`config.mk`:
```
export PLATFORM = sky130hd
export DESIGN_NAME = gray_count_source_flat
export DESIGN_NICKNAME = d
export VERILOG_FILES = /design/src/rtl/gray_count_source_if.sv /design/src/rtl/gray_count_source.sv /design/src/flat_wrapper.sv
export SDC_FILE = /design/constraint.sdc
export NUM_CORES = 1
export LEC_CHECK = 0
export ABC_AREA = 1
export BUFFER_PORTS_ARGS = -buffer_cell sky130_fd_sc_hd__buf_2
export CAP_MARGIN = 0
export CORE_ASPECT_RATIO = 1.75
export CORE_MARGIN = 2
export CORE_UTILIZATION = 40
export DETAILED_ROUTE_END_ITERATION = 10
export GPL_TIMING_DRIVEN = 0
export PLACE_DENSITY = 0.65
export SLEW_MARGIN = 20
export SYNTH_ARGS = -nofsm -noshare
export SYNTH_HDL_FRONTEND = slang
export SYNTH_SLANG_ARGS = --single-unit
```
`constraint.sdc`:
```
create_clock -name clock -period 3 [get_ports clock]
set_input_delay 0.6 -clock clock [delete_from_list [all_inputs] [get_ports clock]]
set_output_delay 0.6 -clock clock [all_outputs]
set_load 0.01 [all_outputs]
```
`src/rtl/gray_count_source_if.sv`:
```
// Bundle of the button/switch inputs and the counter outputs of
// gray_count_source. The slave side is the counter block itself; the master
// side is whatever drives the raw board inputs and consumes the code.
interface gray_count_source_if;
    logic       button;
    logic       dir;
    logic       auto_en;
    logic [7:0] gray_out;
    logic [7:0] bin_out;
    logic       step_pulse;

    modport master (
        output button, dir, auto_en,
        input  gray_out, bin_out, step_pulse
    );

    modport slave (
        input  button, dir, auto_en,
        output gray_out, bin_out, step_pulse
    );
endinterface

```
`src/rtl/gray_count_source.sv`:
```
// Gray-code counter source for the four-digit LED driver.
// Raw button/dir/auto_en are synchronised, the button is debounced by a
// four-state FSM, and each accepted press (or automatic tick) steps an 8-bit
// binary counter up or down. The counter is presented Gray-encoded and
// registered, one cycle behind the binary value.
module gray_count_source #(
    parameter logic [19:0] DEBOUNCE_CYCLES = 20'd1000000,
    parameter logic [25:0] AUTO_PERIOD     = 26'd50000000
) (
    input  logic                clock,
    input  logic                reset,
    gray_count_source_if.slave  bus
);

    typedef enum logic [1:0] {
        IDLE        = 2'd0,
        ARM_PRESS   = 2'd1,
        HELD        = 2'd2,
        ARM_RELEASE = 2'd3
    } db_state_t;

    logic        r_btn_s1, r_btn_s2;
    logic        r_dir_s1, r_dir_s2;
    logic        r_auto_s1, r_auto_s2;

    db_state_t   r_state, w_state_nxt;
    logic [19:0] r_db_cnt, w_db_cnt_nxt;
    logic        w_press;
    logic        r_press_evt;

    logic [25:0] r_auto_cnt;
    logic        w_auto_tick;

    logic        w_step_req;
    logic        r_step;
    logic [7:0]  r_bin;
    logic [7:0]  r_gray;

    // Two-flop synchronisers for the three asynchronous board inputs
    always_ff @(posedge clock or negedge reset) begin
        if (!reset) begin
            r_btn_s1  <= 1'b0;
            r_btn_s2  <= 1'b0;
            r_dir_s1  <= 1'b0;
            r_dir_s2  <= 1'b0;
            r_auto_s1 <= 1'b0;
            r_auto_s2 <= 1'b0;
        end else begin
            r_btn_s1  <= bus.button;
            r_btn_s2  <= r_btn_s1;
            r_dir_s1  <= bus.dir;
            r_dir_s2  <= r_dir_s1;
            r_auto_s1 <= bus.auto_en;
            r_auto_s2 <= r_auto_s1;
        end
    end

    // Debounce state register; the press event is registered so it lands
    // exactly on the cycle the FSM enters HELD
    always_ff @(posedge clock or negedge reset) begin
        if (!reset) begin
            r_state     <= IDLE;
            r_db_cnt    <= '0;
            r_press_evt <= 1'b0;
        end else begin
            r_state     <= w_state_nxt;
            r_db_cnt    <= w_db_cnt_nxt;
            r_press_evt <= w_press;
        end
    end

    // Debounce next-state: stability counter restarts on every state change
    always_comb begin
        w_state_nxt  = r_state;
        w_db_cnt_nxt = '0;
        w_press      = 1'b0;
        case (r_state)
            IDLE: begin
                if (r_btn_s2) w_state_nxt = ARM_PRESS;
            end
            ARM_PRESS: begin
                if (!r_btn_s2) begin
                    w_state_nxt = IDLE;
                end else if (r_db_cnt == DEBOUNCE_CYCLES - 20'd1) begin
                    w_state_nxt = HELD;
                    w_press     = 1'b1;
                end else begin
                    w_db_cnt_nxt = r_db_cnt + 20'd1;
                end
            end
            HELD: begin
                if (!r_btn_s2) w_state_nxt = ARM_RELEASE;
            end
            ARM_RELEASE: begin
                if (r_btn_s2) begin
                    w_state_nxt = HELD;
                end else if (r_db_cnt == DEBOUNCE_CYCLES - 20'd1) begin
                    w_state_nxt = IDLE;
                end else begin
                    w_db_cnt_nxt = r_db_cnt + 20'd1;
                end
            end
            default: w_state_nxt = IDLE;
        endcase
    end

    assign w_auto_tick = r_auto_s2 && (r_auto_cnt == AUTO_PERIOD - 26'd1);
    assign w_step_req  = r_press_evt | w_auto_tick;

    // Free-running auto-step timer, parked at zero while auto mode is off
    always_ff @(posedge clock or negedge reset) begin
        if (!reset) begin
            r_auto_cnt <= '0;
        end else if (!r_auto_s2 || w_auto_tick) begin
            r_auto_cnt <= '0;
        end else begin
            r_auto_cnt <= r_auto_cnt + 26'd1;
        end
    end

    // Step strobe, up/down counter (8-bit wrap) and registered Gray encoding
    always_ff @(posedge clock or negedge reset) begin
        if (!reset) begin
            r_step <= 1'b0;
            r_bin  <= '0;
            r_gray <= '0;
        end else begin
            r_step <= w_step_req;
            if (r_step) begin
                r_bin <= r_dir_s2 ? (r_bin + 8'd1) : (r_bin - 8'd1);
            end
            r_gray <= r_bin ^ (r_bin >> 1);
        end
    end

    assign bus.step_pulse = r_step;
    assign bus.bin_out    = r_bin;
    assign bus.gray_out   = r_gray;

endmodule

```
`src/flat_wrapper.sv`:
```
// flat-port wrapper written by rule: the top's interface ports become plain ports
module gray_count_source_flat 
#(
    parameter logic [19:0] DEBOUNCE_CYCLES = 20'd1000000,
    parameter logic [25:0] AUTO_PERIOD     = 26'd50000000
)
  (clock, reset, bus_button, bus_dir, bus_auto_en, bus_gray_out, bus_bin_out, bus_step_pulse);
  gray_count_source_if bus_i ();
  input  logic clock;
  input  logic reset;
  input wire logic [$bits(bus_i.button)-1:0] bus_button;
  input wire logic [$bits(bus_i.dir)-1:0] bus_dir;
  input wire logic [$bits(bus_i.auto_en)-1:0] bus_auto_en;
  output wire logic [$bits(bus_i.gray_out)-1:0] bus_gray_out;
  output wire logic [$bits(bus_i.bin_out)-1:0] bus_bin_out;
  output wire logic [$bits(bus_i.step_pulse)-1:0] bus_step_pulse;
  assign bus_i.button = bus_button;
  assign bus_i.dir = bus_dir;
  assign bus_i.auto_en = bus_auto_en;
  assign bus_gray_out = bus_i.gray_out;
  assign bus_bin_out = bus_i.bin_out;
  assign bus_step_pulse = bus_i.step_pulse;
  gray_count_source #(.DEBOUNCE_CYCLES(DEBOUNCE_CYCLES), .AUTO_PERIOD(AUTO_PERIOD)) u_core (.clock(clock), .reset(reset), .bus(bus_i));
endmodule
```
# After elaboration in Yosys (flattened, before gate mapping)
# Index checks and enable logic that the tools add are counted.
# classes
addsub	4
n_mul	0
n_div	0
magnitude_cmp	0
n_eq_ne	9
n_shift	0
mux	16
bitwise	2
reduce_logical	5
# ops
op	count
$mux 20	3
$pmux 20 s2	1
$add 26x1->26 const B	1
$eq 26x26->1 const B	1
$mux 26	1
$add 20x1->20 const B	1
$eq 20x20->1 const B	1
$mux 2	6
$add 8x1->8 const B	1
$mux 8	1
$pmux 2 s4	1
$sub 8x1->8 const B	1
$xor 8x7->8	1
$eq 2x2->1 const B	2
$reduce_and 4->1	1
$mux 1	3
$ne 3x1->1 const B	1
$ne 3x3->1 const B	1
$eq 2x1->1 const B	1
$logic_not 2->1	1
$ne 2x1->1 const B	1
$ne 2x2->1 const B	1
$logic_and 1x1->1	1
$logic_not 1->1	1
other kinds (2)	2
# totals
reg_bits	72
latch_bits	0
ram_bits	0
romBits	0
word_cells	49
memories	0

# Depth between registers and ports, before layout
# Gate-level depths: netlist of run 1.
# depth
depth_word	4
mapped_depth	10

# Worst setup path after synthesis of run 1
# OpenSTA, ideal clock, no wires.
# synth_timing
kind	reg-to-reg
startpoint	reg u_core.r_dir_s2
endpoint	reg u_core.r_bin[7], in the netlist u_core.bus.bin_out[7]
setup_ns	0.117
arrival_ns	1.444
slack_ns	1.439
stages_incl_launch_ff	10
n_path_buf	0
period_less_slack_ns	1.561
cell_sequence	dfrtp_1 inv_1 ha_1 a21o_1 a21boi_0 nand2_1 nand2_1 nand2_1 nand2_1 nand2_1
# synth_between
elab_chain_cells	1
# synth_lines
item	line_no	source
start: declaration	gray_count_source.sv:23	logic r_dir_s1, r_dir_s2;
start signal: assignment	gray_count_source.sv:52	r_dir_s2 <= r_dir_s1;
$mux 8	gray_count_source.sv:130	r_bin <= r_dir_s2 ? (r_bin + 8'd1) : (r_bin - 8'd1);
end signal: assignment	gray_count_source.sv:130	
end: declaration	gray_count_source.sv:36	logic [7:0] r_bin;
# Every way passes these cells.
# A chain may end at the register's enable or synchronous reset.

# Final worst setup path of run 1
# layout_timing
startpoint	reg u_core.r_auto_cnt[0]
endpoint	reg u_core.r_auto_cnt[7]
# layout_between
elab_chain_cells	4
# layout_lines
item	line_no	source
start: declaration	gray_count_source.sv:31	logic [25:0] r_auto_cnt;
start signal: assignment	gray_count_source.sv:117	r_auto_cnt <= r_auto_cnt + 26'd1;
branches (longest 3 deep; another with $add 26x1->26)	n/a	
$mux 26 *	gray_count_source.sv:114	end else if (!r_auto_s2 || w_auto_tick) begin
# Every way passes the cells marked *.

==> results of run 1 <==
[power groups by stage]
stage / Sequential (W) / Combinational (W) / Clock (W)
after detailed placement: 0.00101 / 0.0000739 / 0
after floorplan: 0.00100 / 0.0000366 / 0
after CTS: 0.000989 / 0.0000740 / 0.00109
after global placement: 0.00101 / 0.0000670 / 0
after global routing: 0.000990 / 0.0000823 / 0.00112
final: 0.000989 / 0.0000716 / 0.00106
[worst max-delay path: cells and delay by family, from the launching register on]
family | cells | cell delay, ps
adders and majority gates | 1 | 270
and+or+nand+nor | 6 | 750
buffers and inverters | 1 | 170
AOI/OAI and AO/OA | 1 | 60
DFF | 1 | 430
[path summary, 6_finish.rpt]
kind,startpoint,end,cells past startpoint
hold reg to reg,u_core.r_btn_s1$_DFF_PN0_,u_core.r_btn_s2$_DFF_PN0_,0
setup / recovery,u_core.r_auto_cnt[0]$_DFF_PN0_,u_core.r_auto_cnt[7]$_DFF_PN0_,9
setup reg to reg,u_core.r_auto_cnt[0]$_DFF_PN0_,u_core.r_auto_cnt[7]$_DFF_PN0_,9
max in group asynchronous,reset,u_core.r_db_cnt[5]$_DFF_PN0_,2
hold / removal,reset,u_core.bus.bin_out[3]$_DFFE_PN0P_,1
min in group clock,u_core.r_btn_s1$_DFF_PN0_,u_core.r_btn_s2$_DFF_PN0_,0
[state kept, by name (all words and copies together) (netlist names), 8 cells and up, named ones only]
register             flops
u_core.bus.bin_out       8
u_core.bus.gray_out      8
u_core.r_auto_cnt       26
u_core.r_db_cnt         20
[stage by stage]
step / hold WS (ps) / util (%)
5_1_grt: 149 / 47.2
2_1_floorplan: 304 / -
6_report: 137 / 47.2
3_5_place_dp: 335 / 44.0
4_1_cts: 137 / 47.2
3_3_place_gp: 335 / 43.7
[cells in the final DEF (no fill, tap or decap), types with 2 or more instances in the layout]
master / count
inv_2: 2
buf_6: 2
nor2_1: 88
ha_1: 8
nand3_2: 2
nand4_1: 16
clkbuf_1: 3
o21bai_1: 2
inv_1: 54
nand3b_1: 4
nand3_1: 24
nand2_2: 3
clkbuf_8: 2
nor2_4: 2
nor2_2: 13
clkbuf_16: 9
clkinv_2: 2
nor3_1: 13
nor3b_1: 6
nor3_2: 3
nand2_1: 105
xnor2_1: 7
xor2_1: 22
o21ai_0: 9
buf_2: 20
a21oi_1: 7
dfrtp_1: 72
[cells by family (layout without fill, tap and decap cells)]
logic type,count (synthesis),after routing,share of synthesized area [%]
AOI/OAI and AO/OA,23,23,3.37
adders and majority gates,9,9,3.11
DFF,72,72,46.7
xor gates and xnor gates,29,29,6.59
and+or+nand+nor,283,283,33.6
buffers and inverters,60,98,6.65
[layout make-up]
class,instances,area (µm²)
Inverter,56,210
Clock inverter,3,40.0
Tap cell,122,153
Multi-Input combinational cell,344,1800
Sequential cell,72,1800
Clock buffer,13,260
Fill cell,925,4960
Buffer,4,46.3
Timing Repair Buffer,22,135
[routing by layer]
metal | track usage [%] | vias to the layer above | wire (µm)
li1 | - | 1578 | -
met4 | 11.6 | 0 | 383
met3 | 2.83 | 29 | 243
met1 | 18.2 | 1483 | 3230
met5 | 0 | - | 0
met2 | 31.9 | 54 | 4510
[Yosys cell counts]
library cell and number:
nand2_1 105, nor2_1 88, dfrtp_1 72, inv_1 54, nand3_1 24, xor2_1 22
nand4_1 16, nor2_2 13, nor3_1 13, o21ai_0 9, ha_1 8, a21oi_1 7
xnor2_1 7, nor3b_1 6, nand3b_1 4, nand2_2 3, nor3_2 3, buf_6 2
inv_2 2, nand3_2 2, nor2_4 2, o21bai_1 2, a21boi_0 1, a21o_1 1
a31o_2 1, a31oi_1 1, and2_1 1, buf_12 1, clkbuf_1 1, fa_1 1
nand2_4 1, nand4_2 1, o21ai_1 1, or2_2 1
==> metrics, run 1 <==
share of cells above drive strength 1 13.2%; Peak Freq 0.563 GHz; combinational power share around 3.4%; largest net degree at the start of global routing between 50 and 60; area fraction of the dominant cell type after synthesis a little under half; via count 3144; Setup TNS Final 0 ps; I/O Buffers 21; num rows 47; outcome complete, no violations; post-DR vias/cell 4.94; fin area 4440 µm²; number of global-route vias before repair 3178; CTS Buf Count 9; Post-DP HPWL about 6300 µm; internal power 0.00169 W; Core Area about 9400 µm²; final slew viol count 0; Psw 0.000434 W; drt drc 0; Hold Path Class input port to asynchronous set/reset pin; crit path capture type flip-flop; ranking of synthesized cells by area dfrtp_1 47%, nand2_1 10%, nor2_1 8.6%, inv_1 5.3%, xor2_1 5.0%; Largest stage delay, worst path 430 ps; VDD IR max 0.421 mV; IO Count 22; global-route wire length before repair 14400 µm; crit path DAT 1990 ps; Clk pin slew, worst setup/hold paths 60 ps; Layout area overhead 15.2%; Clock Path Buffers 2; CTS Root Cell clkbuf_16; CTS sink cnt 72; Cell Chain, Critical Path ha_1 -> nand2_2 -> nor2_4 -> nand4_2 -> nor2_2 -> nand2_2 -> nand2_4 -> buf_6 -> a21oi_1; TritonRoute pass-1 iters 4; CP max stage cell dfrtp_1; critical path type flip-flop to flip-flop; area post-placement 4140 µm²; Worst setup SP type flip-flop; Synth area leader dfrtp_1; Synth Cell Area roughly 3900 µm²; Worst Skew 4.71 ps; GRT overflow 0; RSZ-0062 raised after global routing no; Design Power 0.00212 W; Worst-Skew Late Latency approximately 330 ps; max_cap viols 0; non-filler cells, final 636; Critical Path Most Common Cell nand2_2; Final GP Congestion ~0.92; Mapped Nets 490; Warnings, synthesis 0; full die area 10500 µm²; final period utilization 59.2%; WL final 8360 µm; power per cell area 478 nW/µm²; Seq/Total Area, Yosys 46.7%; wire per inst about 13 µm; Final Critical Period approximately 1800 ps; Mean Syn Cell Area 8.10 µm²; Die X 78.2 µm; Reg2Reg Setup Slack 1220 ps; final setup fails 0; Switching Share 20.4%; H-tree levels 3; post-route ant nets 0; Slew headroom 71.3%; initial core utilization 41.0%; antenna violations before repair 0; DRT iter0 DRCs 168; ant diodes 0; Yosys cell types 34; final worst slack 1220 ps; Crit Path Max Fanout 10; Flop pwr share 46.6%; Final Hold Vio Count 0; setup bufs post-CTS 0; Clock Power Share 50.1%; Slew @ Worst Pin between 400 and 500 ps; CTS tree done; static leakage between 2 and 2.5 nW; post-placement cell count slightly above 600; layout net count 523; GR Util All Layers 17.6%; Post-Place Worst Slack 1230 ps; die height 134 µm; Req. time, crit path 3210 ps; #FFs+latches synth slightly above 70; cts repair resizes 0; hold buffers post-CTS 0; Synth Instances approximately 480
Power figures use the tool's default switching activity.
==> inputs of run 2 (changes only) <==
PLACE_DENSITY = 0.67   (was 0.65)
clock period = 1.6 ns   (was 3 ns; I/O delays follow)
==> run 2 against run 1 <==
  * The flow now finishes with violations (negative setup slack)
  * Global-route usage increased by 0.97 points
  * Via count up 5.7%
  * Clock power grew 100%
  * Die area stayed put
  * Non-clock buffer count up 19
  * Largest power group unchanged
  * Wire length grew 13%
  * Cell area increased by 10%
  * First-iteration DRC count grew 20%
  * Total power is 99% higher
  * Highest routed layer unchanged
==> metrics, run 2 (synthesis results as in run 1) <==
count of filler cells inserted in the layout 862 (-6.8%); Switching Share 21.3% (+0.83 points); Clock Power Share 51.2% (+1.1 points); most common cell after layout, fill and taps aside nand2_1; Clk pin slew, worst setup/hold paths 60 ps (about the same); storage element area 1810 µm² (+0.28%); Flop pwr share 43.9% (-2.7 points); max_cap viols 0 (unchanged); CTS sink cnt 72 (unchanged); combinational power share 4.9% (+1.5 points); final worst slack -0.838 ps (-1220 ps); final setup fails 1 (+1); Req. time, crit path 1830 ps (-1380 ps); DRT iter0 DRCs 201 (+20%); critical path type flip-flop to flip-flop; Largest Register u_core.r_auto_cnt; Worst-Skew Late Latency 340 ps (about the same); final design utilization 52.0% (+4.8 points); initial core utilization 41.0% (unchanged); via count 3324 (+5.7%); violated checks negative setup slack; die height 134 µm (unchanged); Critical path buffers and inverters 1 (unchanged); H-tree levels 3 (unchanged); outcome finished, violations left; CP max stage cell dfrtp_2; final period utilization 100% (+41 points); crit path capture type flip-flop; Psw 0.000899 W (+110%); VDD IR max 0.636 mV (+51%); Largest stage delay, worst path 390 ps (-40 ps); IO Count 22 (unchanged); Final Hold Vio Count 0 (unchanged); CP delay by family, top simple AND/OR/NAND/NOR gates; WL met1 3450 µm (+7.0%); CTS tree done; most frequent cells in the layout 104 x nand2_1, 79 x nor2_1, 68 x dfrtp_1, 53 x inv_1, 22 x xor2_1; Design Power 0.00422 W (+99%); full die area 10500 µm² (unchanged); Post-Place Worst Slack -191 ps (-1420 ps); Worst setup SP type flip-flop; number of global-route vias before repair 3332 (+4.8%); post-route ant nets 0 (unchanged); static leakage 2.19 nW (+7.2%); Met3 Wirelength 249 µm (+2.5%); ant diodes 0 (unchanged); crit path DAT 1830 ps (-160 ps); num rows 47 (unchanged); Slew headroom 71.6% (+0.32 points); Core Area 9410 µm² (unchanged); layout net count 542 (+3.6%); Post-DP HPWL 6460 µm (+2.8%); area occupied by multi-input gates 2020 µm² (+12%); power per cell area 863 nW/µm² (+80%); Largest register FFs 26 (unchanged); Layout area overhead 27.0%; Die X 78.2 µm (unchanged); global-route wire length before repair 14900 µm (+3.4%); wire per inst 14.4 µm (+9.5%); GRT overflow 0 (unchanged); Worst Skew 7.42 ps (+2.71 ps); Clock Path Buffers 2 (unchanged); Final Critical Period 1600 ps (-176 ps); final slew viol count 0 (unchanged); RSZ-0062 raised after global routing yes; Crit Path Max Fanout 6 (-4); CTS Root Cell clkbuf_16; Slew @ Worst Pin 426 ps (-1.48 ps); WL final 9440 µm (+13%); drt drc 0 (unchanged); largest net degree at the start of global routing 59 (+1.7%); GR Util All Layers 18.5% (+0.97 points); Cell Chain, Critical Path ha_4 -> nand2_4 -> nor2_4 -> nand4_2 -> nor2_2 -> nand2_2 -> nand2_4 -> clkbuf_16 -> nor2_2; largest registers u_core.r_auto_cnt x26, u_core.r_db_cnt x20; Hold Path Class input port to flip-flop; I/O Buffers 21 (unchanged); non-filler cells, final 655 (+3.0%); top routing layer used met4; CTS Buf Count 9 (unchanged); internal power 0.00333 W (+97%); antenna violations before repair 0 (unchanged); Peak Freq 0.625 GHz (+11%); post-placement cell count 620 (unchanged); Setup TNS Final -0.838 ps (-0.838 ps); Final GP Congestion 0.892 (-3.5%); post-DR vias/cell 5.07 (+2.7%); TritonRoute pass-1 iters 6 (+2); share of cells above drive strength 1 22.9% (+9.7 points); routed wl met2 5100 µm (+13%)
-- run 2: worst register-to-register path, delay by kind of cell (launching register included) --
kind,cells,cell delay [ps]
buffers and inverters,1,190
adders and majority gates,1,160
and+or+nand+nor,7,750
DFF,1,390
-- run 2: worst paths after layout --
| kind | start | endpoint | slack (ps) | cells after the start |
|---|---|---|---|---|
| min in group asynchronous | reset | u_core.r_auto_cnt[15]$_DFF_PN0_ | 390 | 2 |
| hold reg to reg | u_core.r_btn_s1$_DFF_PN0_ | u_core.r_btn_s2$_DFF_PN0_ | 350 | 0 |
| setup / recovery | u_core.r_auto_cnt[0]$_DFF_PN0_ | u_core.r_auto_cnt[14]$_DFF_PN0_ | -0.8 | 9 |
| setup reg to reg | u_core.r_auto_cnt[0]$_DFF_PN0_ | u_core.r_auto_cnt[14]$_DFF_PN0_ | -0.8 | 9 |
| hold / removal | bus_button | u_core.r_btn_s1$_DFF_PN0_ | 90 | 1 |
| max in group asynchronous | reset | u_core.r_db_cnt[15]$_DFF_PN0_ | 670 | 3 |
-- run 2: per-layer routing --
layer  global-route usage, %  vias up
li1                        -     1608
met2                    33.0       96
met5                       0        -
met4                    15.9        0
met1                    18.2     1573
met3                    3.03       47
-- run 2: repair_timing --
item,in CTS,in global routing
setup buffers,8,8
setup endpoints to repair,39,49
endpoints found under the hold margin,14,0
resized for setup,13,42
pin swaps,4,9
gates cloned,0,2
hold buffers,1,0
-- run 2: final cells by class --
class                      instances  share of cell area [%]
timing repair buffer              41                    6.77
sequential                        72                    36.9
tap                              122                    3.12
clock inverter                     6                    1.69
buffer                             4                    1.02
inverter                          56                    4.39
multi-input combinational        344                    41.2
clock buffer                      10                    4.88
-- run 2: power by group through the flow --
| stage | Clock [W] | Sequential, W | Combinational (W) |
|---|---|---|---|
| finish | 0.00216 | 0.00186 | 0.000205 |
| global route | 0.00229 | 0.00186 | 0.000228 |
| CTS | 0.00220 | 0.00185 | 0.000170 |
| detailed placement | 0 | 0.00189 | 0.000139 |
| global placement | 0 | 0.00189 | 0.000126 |
| floorplan | 0 | 0.00188 | 0.0000686 |
-- run 2: through the flow --
stage	cell area [µm²]	hold WS, ps
after global placement	4110	335
after detailed placement	4140	203
final	4900	89.2
after floorplan	3860	24.4
after global routing	4900	79.1
after CTS	4590	76.5
==> inputs of run 3 (changes only) <==
PLACE_DENSITY = 0.63   (was 0.67)
==> run 3 against run 2 <==
  * The run still ends with negative setup slack left
  * Sequential power about the same
  * Combinational power down 8%
  * Global-route usage up 0.91 points
  * Count of clock-buffer cells in the layout up 3
  * Worst setup slack worse by 17 ps
  * Utilization down 0.13 points
  * Largest cell class unchanged
  * Highest routed layer unchanged
==> metrics, run 3 (synthesis results as in run 1) <==
Design Power 0.00407 W (-3.7%); post-DR vias/cell 4.98 (-1.9%); Hold Path Class input port to flip-flop; violated checks negative setup slack; final worst slack -18.0 ps (-17.1 ps); drt drc 0 (unchanged); most common cell after layout, fill and taps aside nand2_1; RSZ-0062 raised after global routing yes; CTS sink cnt 72 (unchanged); Worst-Skew Late Latency 330 ps (about the same); Final Hold Vio Count 0 (unchanged); post-route ant nets 0 (unchanged); critical path type flip-flop to flip-flop; outcome finished, violations left; Largest Register u_core.r_auto_cnt; VDD IR max 0.685 mV (+7.7%); CP max stage cell dfrtp_1; crit path capture type flip-flop; Final Critical Period 1620 ps (+17.1 ps); Worst Skew 6.22 ps (-1.20 ps); Post-DP HPWL 6710 µm (+3.9%); Clk pin slew, worst setup/hold paths 60 ps (about the same); Slew headroom 74.7% (+3.2 points); final period utilization 101% (+1.1 points); final setup fails 6 (+5); Slew @ Worst Pin 379 ps (-47.3 ps); IO Count 22 (unchanged); largest registers u_core.r_auto_cnt x26, u_core.r_db_cnt x20; H-tree levels 3 (unchanged); die height 134 µm (unchanged); TritonRoute pass-1 iters 4 (-2); layout net count 551 (+1.7%); GRT overflow 0 (unchanged); most frequent cells in the layout 103 x nand2_1, 80 x nor2_1, 68 x dfrtp_1, 53 x inv_1; Worst setup SP type flip-flop; static leakage 2.23 nW (+1.9%); Die X 78.2 µm (unchanged); Reg2Reg Setup Slack -20 ps (-20 ps); Clock Path Buffers 2 (unchanged); non-filler cells, final 664 (+1.4%); CTS Root Cell clkbuf_16; ant diodes 0 (unchanged); wire per inst 14.4 µm (-0.36%); Cell Chain, Critical Path ha_4 -> nand2_4 -> nor2_4 -> nand4_2 -> nor2_2 -> nand2_2 -> nand2_4 -> buf_12 -> buf_8 -> nor2_1; largest net degree at the start of global routing 48 (-19%); final design utilization 51.9% (-0.13 points); fin area 4880 µm² (-0.26%); Crit Path Max Fanout 5 (-1); antenna violations before repair 0 (unchanged); Req. time, crit path 1820 ps (about the same); Final GP Congestion 0.957 (+7.2%); power per cell area 833 nW/µm² (-3.5%); post-placement cell count 620 (unchanged); area post-placement 4140 µm² (unchanged); Critical Path Most Common Cell nand2_4; number of global-route vias before repair 3465 (+4.0%); final slew viol count 0 (unchanged); num rows 47 (unchanged); initial core utilization 41.0% (unchanged); CTS tree done; I/O Buffers 21 (unchanged); via count 3304 (-0.60%); WL final 9530 µm (+1.0%); Peak Freq 0.618 GHz (-1.1%); Setup TNS Final -75.8 ps (-75.0 ps); DRT iter0 DRCs 165 (-18%); GR Util All Layers 19.4% (+0.91 points); CTS Buf Count 9 (unchanged); Layout area overhead 26.7%; max_cap viols 0 (unchanged); crit path DAT 1840 ps (about the same); Largest register FFs 26 (unchanged); Core Area 9410 µm² (unchanged); full die area 10500 µm² (unchanged); global-route wire length before repair 15800 µm (+5.9%); share of cells above drive strength 1 23.1% (+0.17 points); Largest stage delay, worst path 410 ps (+20 ps)
-- run 3: worst paths after layout --
kind | start | depth (start not counted) | to
setup / recovery | u_core.r_auto_cnt[0]$_DFF_PN0_ | 10 | u_core.r_auto_cnt[9]$_DFF_PN0_
hold / removal | bus_dir | 1 | u_core.r_dir_s1$_DFF_PN0_
setup reg to reg | u_core.r_auto_cnt[0]$_DFF_PN0_ | 10 | u_core.r_auto_cnt[9]$_DFF_PN0_
hold reg to reg | u_core.r_btn_s1$_DFF_PN0_ | 0 | u_core.r_btn_s2$_DFF_PN0_
max in group asynchronous | reset | 3 | u_core.bus.bin_out[6]$_DFFE_PN0P_
min in group asynchronous | reset | 2 | u_core.bus.gray_out[3]$_DFF_PN0_
-- run 3: worst max-delay path, delay by kind of cell (launching register included) --
family | cells | cell delay (ps)
and+or+nand+nor | 7 | 710
buffers and inverters | 2 | 220
adders and majority gates | 1 | 170
DFF | 1 | 410
-- run 3: report_power, final --
group          switching (W)  total (W)  internal [W]
logic               0.000108   0.000188     0.0000795
clock network       0.000737    0.00202       0.00129
registers          0.0000160    0.00186       0.00184
-- run 3: per-layer routing --
layer  wire length (µm)  track usage, %
met3                246            4.10
met4                470            12.9
met1               3460            19.3
met5                  0               0
met2               5360            35.6
-- run 3: area by class of cell --
type | count | area, µm²
buffer | 4 | 50.0
sequential | 72 | 1810
clock inverter | 3 | 40.0
timing repair buffer | 50 | 400
fill | 891 | 4520
clock buffer | 13 | 260
multi-input combinational | 344 | 1960
inverter | 56 | 213
tap | 122 | 153
-- run 3: per-stage QoR --
step / hold WS (ps) / setup WS (ps)
5_1_grt: 79.3 / -112
2_1_floorplan: 24.4 / 38.6
3_3_place_gp: 335 / -221
3_5_place_dp: 258 / -195
4_1_cts: 82.9 / -13.8
6_report: 92.4 / -18.0
-- run 3: what timing repair did --
| item | 4_1_cts | 5_1_grt |
|---|---|---|
| gates cloned | 1 | 0 |
| pin swaps | 8 | 10 |
| setup endpoints to repair | 38 | 43 |
| endpoints found under the hold margin | 25 | 0 |
| buffers inserted | 16 | 11 |
| hold buffers | 1 | 0 |
| gates resized for setup | 17 | 30 |
